<file path="src/rtl/inst_buf_queue_if.sv">
// Fetch/decode-facing signal bundle for the instruction buffer.
// master = the pipeline side (fetch, launch select, redirect); slave = the buffer.
interface inst_buf_queue_if #(
    parameter int unsigned PTR_W = 3
);
    logic             flush;
    logic             fetch_valid;
    logic             fetch_ready;
    logic [31:0]      fetch_pc;
    logic [63:0]      fetch_inst;
    logic [1:0]       issue_cnt;
    logic             out_valid1;
    logic [31:0]      out_inst1;
    logic [31:0]      out_pc1;
    logic             out_valid2;
    logic [31:0]      out_inst2;
    logic [31:0]      out_pc2;
    logic [PTR_W:0]   count;

    modport master (
        output flush, fetch_valid, fetch_pc, fetch_inst, issue_cnt,
        input  fetch_ready, out_valid1, out_inst1, out_pc1,
        input  out_valid2, out_inst2, out_pc2, count
    );

    modport slave (
        input  flush, fetch_valid, fetch_pc, fetch_inst, issue_cnt,
        output fetch_ready, out_valid1, out_inst1, out_pc1,
        output out_valid2, out_inst2, out_pc2, count
    );
endinterface

</file>
<file path="src/rtl/inst_buf_queue.sv">
// Dual-issue instruction buffer: circular FIFO of {pc, inst} entries that
// accepts 64-bit fetch packets and presents the two oldest instructions to decode.
module inst_buf_queue #(
    parameter int unsigned DEPTH = 8,
    parameter int unsigned PTR_W = $clog2(DEPTH)
) (
    input logic             clk,
    input logic             rst,
    inst_buf_queue_if.slave bus
);
    localparam int unsigned CNT_W = PTR_W + 1;

    logic [31:0]      mem_pc   [DEPTH];
    logic [31:0]      mem_inst [DEPTH];

    logic [PTR_W-1:0] wr_ptr_q, wr_ptr_d;
    logic [PTR_W-1:0] rd_ptr_q, rd_ptr_d;
    logic [CNT_W-1:0] count_q, count_d;
    logic [PTR_W-1:0] rd_ptr_nxt;
    logic [PTR_W-1:0] wr_ptr_nxt;

    logic             ready;
    logic             push;
    logic             push_two;
    logic [CNT_W-1:0] push_n;
    logic [CNT_W-1:0] req_n;
    logic [CNT_W-1:0] pop_n;

    // Ready looks only at registered occupancy; same-cycle pops earn no credit.
    assign ready      = (DEPTH - 32'(count_q)) >= 32'd2;
    assign push       = bus.fetch_valid && ready && !bus.flush;
    // An 8-byte-aligned PC means both words of the packet are in the program path.
    assign push_two   = !bus.fetch_pc[2];
    assign rd_ptr_nxt = rd_ptr_q + PTR_W'(1);
    assign wr_ptr_nxt = wr_ptr_q + PTR_W'(1);

    // Next-state for pointers and occupancy; flush discards any push/pop.
    always_comb begin
        wr_ptr_d = wr_ptr_q;
        rd_ptr_d = rd_ptr_q;
        count_d  = count_q;
        push_n   = '0;
        req_n    = (bus.issue_cnt == 2'd3) ? CNT_W'(2) : CNT_W'(bus.issue_cnt);
        pop_n    = (req_n > count_q) ? count_q : req_n;
        if (push) begin
            push_n = push_two ? CNT_W'(2) : CNT_W'(1);
        end
        if (bus.flush) begin
            rd_ptr_d = wr_ptr_q;
            count_d  = '0;
        end else begin
            wr_ptr_d = wr_ptr_q + push_n[PTR_W-1:0];
            rd_ptr_d = rd_ptr_q + pop_n[PTR_W-1:0];
            count_d  = count_q + push_n - pop_n;
        end
    end

    // State register with synchronous active-low reset.
    always_ff @(posedge clk) begin
        if (!rst) begin
            wr_ptr_q <= '0;
            rd_ptr_q <= '0;
            count_q  <= '0;
        end else begin
            wr_ptr_q <= wr_ptr_d;
            rd_ptr_q <= rd_ptr_d;
            count_q  <= count_d;
        end
    end

    // Entry storage; contents need no reset since valid is derived from count.
    always_ff @(posedge clk) begin
        if (rst && push) begin
            if (push_two) begin
                mem_pc[wr_ptr_q]     <= bus.fetch_pc;
                mem_inst[wr_ptr_q]   <= bus.fetch_inst[31:0];
                mem_pc[wr_ptr_nxt]   <= bus.fetch_pc + 32'd4;
                mem_inst[wr_ptr_nxt] <= bus.fetch_inst[63:32];
            end else begin
                mem_pc[wr_ptr_q]     <= bus.fetch_pc;
                mem_inst[wr_ptr_q]   <= bus.fetch_inst[63:32];
            end
        end
    end

    // Decode slots read the two oldest entries; invalid slots drive zero.
    always_comb begin
        bus.out_valid1 = count_q >= CNT_W'(1);
        bus.out_valid2 = count_q >= CNT_W'(2);
        bus.out_inst1  = '0;
        bus.out_pc1    = '0;
        bus.out_inst2  = '0;
        bus.out_pc2    = '0;
        if (bus.out_valid1) begin
            bus.out_inst1 = mem_inst[rd_ptr_q];
            bus.out_pc1   = mem_pc[rd_ptr_q];
        end
        if (bus.out_valid2) begin
            bus.out_inst2 = mem_inst[rd_ptr_nxt];
            bus.out_pc2   = mem_pc[rd_ptr_nxt];
        end
    end

    assign bus.fetch_ready = ready;
    assign bus.count       = count_q;
endmodule

</file>
<file path="src/flat_wrapper.sv">
// flat-port wrapper written by rule: the top's interface ports become plain ports
module inst_buf_queue_flat 
#(
    parameter int unsigned DEPTH = 8,
    parameter int unsigned PTR_W = $clog2(DEPTH)
)
  (clk, rst, bus_flush, bus_fetch_valid, bus_fetch_pc, bus_fetch_inst, bus_issue_cnt, bus_fetch_ready, bus_out_valid1, bus_out_inst1, bus_out_pc1, bus_out_valid2, bus_out_inst2, bus_out_pc2, bus_count);
  inst_buf_queue_if #(.PTR_W(PTR_W)) bus_i ();
  input logic clk;
  input logic rst;
  input wire logic [$bits(bus_i.flush)-1:0] bus_flush;
  input wire logic [$bits(bus_i.fetch_valid)-1:0] bus_fetch_valid;
  input wire logic [$bits(bus_i.fetch_pc)-1:0] bus_fetch_pc;
  input wire logic [$bits(bus_i.fetch_inst)-1:0] bus_fetch_inst;
  input wire logic [$bits(bus_i.issue_cnt)-1:0] bus_issue_cnt;
  output wire logic [$bits(bus_i.fetch_ready)-1:0] bus_fetch_ready;
  output wire logic [$bits(bus_i.out_valid1)-1:0] bus_out_valid1;
  output wire logic [$bits(bus_i.out_inst1)-1:0] bus_out_inst1;
  output wire logic [$bits(bus_i.out_pc1)-1:0] bus_out_pc1;
  output wire logic [$bits(bus_i.out_valid2)-1:0] bus_out_valid2;
  output wire logic [$bits(bus_i.out_inst2)-1:0] bus_out_inst2;
  output wire logic [$bits(bus_i.out_pc2)-1:0] bus_out_pc2;
  output wire logic [$bits(bus_i.count)-1:0] bus_count;
  assign bus_i.flush = bus_flush;
  assign bus_i.fetch_valid = bus_fetch_valid;
  assign bus_i.fetch_pc = bus_fetch_pc;
  assign bus_i.fetch_inst = bus_fetch_inst;
  assign bus_i.issue_cnt = bus_issue_cnt;
  assign bus_fetch_ready = bus_i.fetch_ready;
  assign bus_out_valid1 = bus_i.out_valid1;
  assign bus_out_inst1 = bus_i.out_inst1;
  assign bus_out_pc1 = bus_i.out_pc1;
  assign bus_out_valid2 = bus_i.out_valid2;
  assign bus_out_inst2 = bus_i.out_inst2;
  assign bus_out_pc2 = bus_i.out_pc2;
  assign bus_count = bus_i.count;
  inst_buf_queue #(.DEPTH(DEPTH), .PTR_W(PTR_W)) u_core (.clk(clk), .rst(rst), .bus(bus_i));
endmodule
</file>
<file path="config.mk">
export PLATFORM = sky130hd
export DESIGN_NAME = inst_buf_queue_flat
export DESIGN_NICKNAME = d
export VERILOG_FILES = /design/src/rtl/inst_buf_queue_if.sv /design/src/rtl/inst_buf_queue.sv /design/src/flat_wrapper.sv
export SDC_FILE = /design/constraint.sdc
export NUM_CORES = 1
export LEC_CHECK = 0
export ABC_AREA = 1
export CORE_ASPECT_RATIO = 0.75
export CORE_MARGIN = 4
export CORE_UTILIZATION = 35
export DETAILED_ROUTE_END_ITERATION = 16
export GPL_TIMING_DRIVEN = 0
export PLACE_DENSITY_LB_ADDON = 0.08
export SYNTH_ARGS = -nofsm -noshare
export SYNTH_HDL_FRONTEND = slang
export SYNTH_SLANG_ARGS = --single-unit
</file>
<file path="constraint.sdc">
create_clock -name clk -period 11.25 [get_ports clk]
set_input_delay 2.25 -clock clk [delete_from_list [all_inputs] [get_ports clk]]
set_output_delay 2.25 -clock clk [all_outputs]
set_load 0.005 [all_outputs]
</file>
Word level (Yosys, flattened, before mapping):

Memories as Yosys holds them, arrays and structs flattened. A register that Yosys moved wholly into a read port is not among the register bits.
Index checks and enable logic that the tools add are counted.

* flip-flop bits (word level): 10
* memory bits (writable): 512
* input bits: 102
* logic and storage cells: 45
* memories: 2

Memory list
* u_core.mem_inst: words 8, width 32, read ports 2, clocked after memory_dff 1, wr ports 2, RTL line inst_buf_queue.sv:14 `logic [31:0] mem_inst [DEPTH];`
* u_core.mem_pc: words 8, width 32, read ports 2, clocked after memory_dff 1, wr ports 2, RTL line inst_buf_queue.sv:13 `logic [31:0] mem_pc [DEPTH];`

* $add $sub $neg: 8
* $lt $le $gt $ge: 4
* eq/ne operators: 1
* muxes and demuxes: 19
* bitwise gates (word level): 3
* reductions and logical operators: 5

Operators by type and width (count)
* $mux W32: 6
* $add A32 B3 Y32 const B: 1
* $ge A32 B2 Y1 const B: 1
* $mux W3: 3
* $mux W4: 2
* $add A3 B1 Y3 const B: 2
* $add A3 B3 Y3: 2
* $mux W1: 6
* $sub A4 B4 Y5 const A: 1
* $add A4 B4 Y4: 1
* $ge A4 B1 Y1 const B: 1
* $ge A4 B2 Y1 const B: 1
* $gt A4 B4 Y1: 1
* $mux W2: 2
* $sub A4 B4 Y4: 1
* $logic_and A1 B1 Y1: 3
* $eq A2 B2 Y1 const B: 1
* $or A1 B1 Y1: 2
* $reduce_or A2 Y1: 1
* $logic_not A1 Y1: 1
* $not A1 Y1: 1

Depth between registers and ports, before layout:

* depth after elaboration: 8
* depth in mapped cells: 16
* depth with buffers taken out: 16

Least setup slack after synthesis:

Ideal clock, no wire load.

* path type: input-to-reg
* start: in bus_fetch_valid
* end: mem u_core.mem_inst[2][0], enable pin
* data arrival time: 7.409 ns
* data required time: 10.676 ns
* slack: 3.266 ns
* stages: 6
* path buffers: 0
* path through: inv_1 -> nor2_1 -> nand3_2 -> inv_1 -> nand3_1 -> o21ai_0

RTL lines
* from (decl): RTL line flat_wrapper.sv:12 `input wire logic [$bits(bus_i.fetch_valid)-1:0] bus_fetch_valid;`
* to (decl): RTL line inst_buf_queue.sv:14

Final worst setup path:

* start: reg u_core.rd_ptr_q[1]
* end: out bus_out_pc2[12]

* word-level cells in the longest chain between the ends: 3

Ends and longest elaborated chain
* from (decl): RTL line inst_buf_queue.sv:17 `logic [PTR_W-1:0] rd_ptr_q, rd_ptr_d;`
* from (signal assigned): RTL line inst_buf_queue.sv:66 `rd_ptr_q <= rd_ptr_d;`
* $add A3 B1 Y3: RTL line inst_buf_queue.sv:34 `assign rd_ptr_nxt = rd_ptr_q + PTR_W'(1);`
* $mem_v2 Z8 W32
* $mux W32: RTL line inst_buf_queue.sv:98 `if (bus.out_valid2) begin`
* to (decl): RTL line flat_wrapper.sv:22 `output wire logic [$bits(bus_i.out_pc2)-1:0] bus_out_pc2;`

No other way between the ends.

==> flow_summary_export.csv <==
group,metric,value,unit
sta,fin_skew,0.0252,ns
worst_setup_path,worst-r2r-cell-count,14,
sta,hold_viol,0,
sta,rsz0062_at_grt,"no",
power,ir_drop,138,uV
clocking,cts_tree,"yes",
placed_design,postPlaceCellArea,37000,sq um
placed_design,port-buffer-count,200,
cells_and_area,layout_commonest_cell,"nand2_1",
worst_setup_path,cp.arrival,4.69,ns
worst_setup_path,path_class,"register to output pin",
worst_setup_path,r2r_start,"u_core.bus.count[1]$_SDFF_PP0_",
sta,tns,0,ns
power,swShare,39.3,%
power,powerDensity,196,nW/um^2
sta,fin_crit_sh,61.7,%
die,initial_core_util,35.4,%
die,die_h,272,um
detailed_routing,post_drt_wl_per_cell,29.0,um
cells_and_area,nFillCells,9124,
yosys,seq_area_frac_synth,47.9,%
clocking,post_cts_buffers,0,
sta,relSlewSlack,0.365,%
die,core,91800,sq um
global_routing,grt_pass1_wl,223,mm
detailed_routing,final_antenna_net_count,0,
cells_and_area,drive_gt1_share,11.8,%
global_routing,grt_max_degree,19,
cells_and_area,final_area,39000,sq um
power,seq_power_share,29.5,%
yosys,ys_warn_count,0,
sta,fin_crit,6.94,ns
power,p_comb_share,42.8,%
hold_path,hp-start,"u_core.wr_ptr_q[1]$_SDFFE_PN0N_",
worst_setup_path,regToRegEndpoint,"u_core.bus.count[3]$_SDFF_PP0_",
die,rows,96,
clocking,cts.hold.buffers_added,0,
die,io_pins,237,
power,p_leak,0.0150,uW
yosys,avgSynthCellArea,8.32,sq um
global_routing,grtUsageMet3,7.11,%
sta,tightest_slew,1.49,ns
outcome,violations,"capacitance limit",
worst_setup_path,startpoint_type,"register",
die,die_w,360,um
placed_design,gp_congestion,0.921,
detailed_routing,via_per_inst,5.92,
hold_path,holdPathEnd,"u_core.rd_ptr_q[1]$_SDFF_PN0_",
die,dieArea,97900,sq um
clocking,htreeDepth,2,
yosys,synthCells,3906,
cells_and_area,fin_util,42.5,%
cells_and_area,nets,4325,
worst_setup_path,end_kind,"output pin",
clocking,clockBufferDepth,3,
global_routing,grt_overflow_total,0,
sta,hold_slack,0.630,ns
detailed_routing,dr.pass1.iters,6,
global_routing,globalRouteMet1Util,46.4,%
flow_run,cap_violations,1,
clocking,cts_root_buf,"clkbuf_16",
clocking,numCtsBuffers,60,
detailed_routing,drtIter0Drc,4869,
hold_path,min_path_type,"register to register",
clocking,path_clk_slew,0.07,ns
sta,final_max_slew_viol_count,0,
clocking,clk_latency,0.68,ns
cells_and_area,final_cell_mix,"870 x nand2_1, 526 x o21ai_0, 512 x edfxtp_1, 411 x nor2_1, 336 x nand3_1",
global_routing,antenna_found_initial,3,
outcome,status,"finished, violations left",
detailed_routing,drt-total-wl,159,mm
sta,setup_viol,0,
placed_design,hpwlAfterDp,107,mm
sta,fmax,144,MHz
global_routing,grt_pass1_vias,30200,
yosys,synth_area,32500,sq um
clocking,cts_resized,0,
yosys,synth_edf_count,512,
power,cell_internal_pwr,4650,uW
worst_setup_path,r2r_setup_slack,7.51,ns
yosys,ys_async_sr_fraction,0,%
global_routing,use_met2,45.2,%
yosys,dominantRegCellSynth,"edfxtp_1",
yosys,synth-seq-cells,522,
clocking,cts.sinks,522,
global_routing,busiest_layer,"met1",
detailed_routing,vias,32500,
yosys,synthesis.nets,4030,
power,power_switching,3010,uW
worst_setup_path,cp_max_fo,10,
power,clkPwrFrac,27.6,%
worst_setup_path,critPathRequiredTime,9.00,ns
cells_and_area,area_growth,20.0,%
hold_path,holdPathStages,2,
detailed_routing,drc,0,
global_routing,grt_usage,31.3,%
yosys,synth.distinct_cells,44,
## layer usage
layer | up-vias | share of wire [%]
li1 | 14100 | -
met1 | 15600 | 43
met2 | 2335 | 41
met3 | 364 | 13
met4 | 2 | 3.3
met5 | - | 0.0082
## flip-flops by register name, summed over array words and instances, names as in the netlist
register	cells
u_core.bus.count	4
u_core.rd_ptr_q	3
u_core.wr_ptr_q	3
u_core.mem_pc	256
u_core.mem_inst	256
## cell type report
| type | count | area [sq um] | share of cell area, % |
|---|---|---|---|
| Antenna cell | 2 | 5.00 | 0.0128 |
| Buffer | 440 | 2100 | 5.37 |
| Clock buffer | 79 | 1650 | 4.24 |
| Clock inverter | 32 | 395 | 1.01 |
| Inverter | 196 | 752 | 1.93 |
| Multi-Input combinational cell | 2748 | 14200 | 36.3 |
| Sequential cell | 522 | 15600 | 39.9 |
| Tap cell | 1225 | 1530 | 3.93 |
| Timing Repair Buffer | 233 | 2830 | 7.25 |
## how the worst max path moves through the flow
stage | startpoint | end | slack, ns | depth (start not counted)
2_1_floorplan | bus_fetch_valid | u_core.mem_inst[2][0]$_DFFE_PP_ | 3.27 | 6
3_3_place_gp | bus_flush | u_core.mem_inst[4][7]$_DFFE_PP_ | -4.61 | 6
3_5_place_dp | u_core.rd_ptr_q[1]$_SDFF_PN0_ | bus_out_pc2[22] | 5.27 | 9
4_1_cts | u_core.rd_ptr_q[1]$_SDFF_PN0_ | bus_out_pc2[22] | 4.54 | 9
5_1_grt | u_core.rd_ptr_q[1]$_SDFF_PN0_ | bus_out_pc2[12] | 4.33 | 9
6_report | u_core.rd_ptr_q[1]$_SDFF_PN0_ | bus_out_pc2[12] | 4.31 | 7
## cells in the mapped netlist, types with 6 or more instances
cell	count	area (sq um)
buf_2	92	460
clkbuf_1	247	927
xor2_1	10	87.6
nor2_8	8	160
edfxtp_1	512	15400
nand2_1	870	3270
inv_1	189	709
o21ai_1	48	240
inv_2	6	22.5
nand2_8	8	160
o21ai_0	534	2670
o221a_2	156	1760
buf_1	41	154
nand2_4	20	225
o221a_1	36	405
dfxtp_1	10	200
ha_1	18	225
buf_4	28	210
nand3_1	336	1680
nor3_1	132	661
nor2_1	411	1540
buf_6	27	304
a21oi_1	130	651
## through the flow
step           setup WS [ns]  total power, uW  std cells
4_1_cts                 4.54             7590       5475
5_1_grt                 4.33             7930       5475
6_report                4.31             7660       5477
3_5_place_dp            5.27             5490       5364
3_3_place_gp           -4.61             5490       5331
2_1_floorplan           3.27             3800       3906
## power by group through the flow
stage | clock network [uW] | logic (uW) | registers, uW
after floorplan | 0 | 1490 | 2300
after global placement | 0 | 3160 | 2330
after detailed placement | 0 | 3190 | 2300
after CTS | 2120 | 3210 | 2260
after global routing | 2210 | 3450 | 2270
final | 2120 | 3280 | 2260
## worst max-delay path, stage by stage (launching register included)
cell	delay, ns
dfxtp_1	0.38
ha_1	0.32
clkbuf_1	0.85
clkbuf_1	0.84
o21ai_0	0.26
o221a_2	0.30
nor3_1	0.44
clkdlybuf4s50_1	0.61
## kinds of logic (layout without fill, tap and decap cells)
group | after synthesis | after routing | share of synthesized area, %
adder cells (fa/ha/maj) | 22 | 22 | 0.939
buffers and inverters | 636 | 980 | 8.76
other | 0 | 2 | 0
XOR/XNOR | 14 | 14 | 0.446
AND/OR/NAND/NOR | 1805 | 1805 | 24.2
AO/OA/AOI/OAI | 907 | 907 | 17.7
flip-flops | 522 | 522 | 47.9
Note: power is estimated with default switching activity, not from simulation.
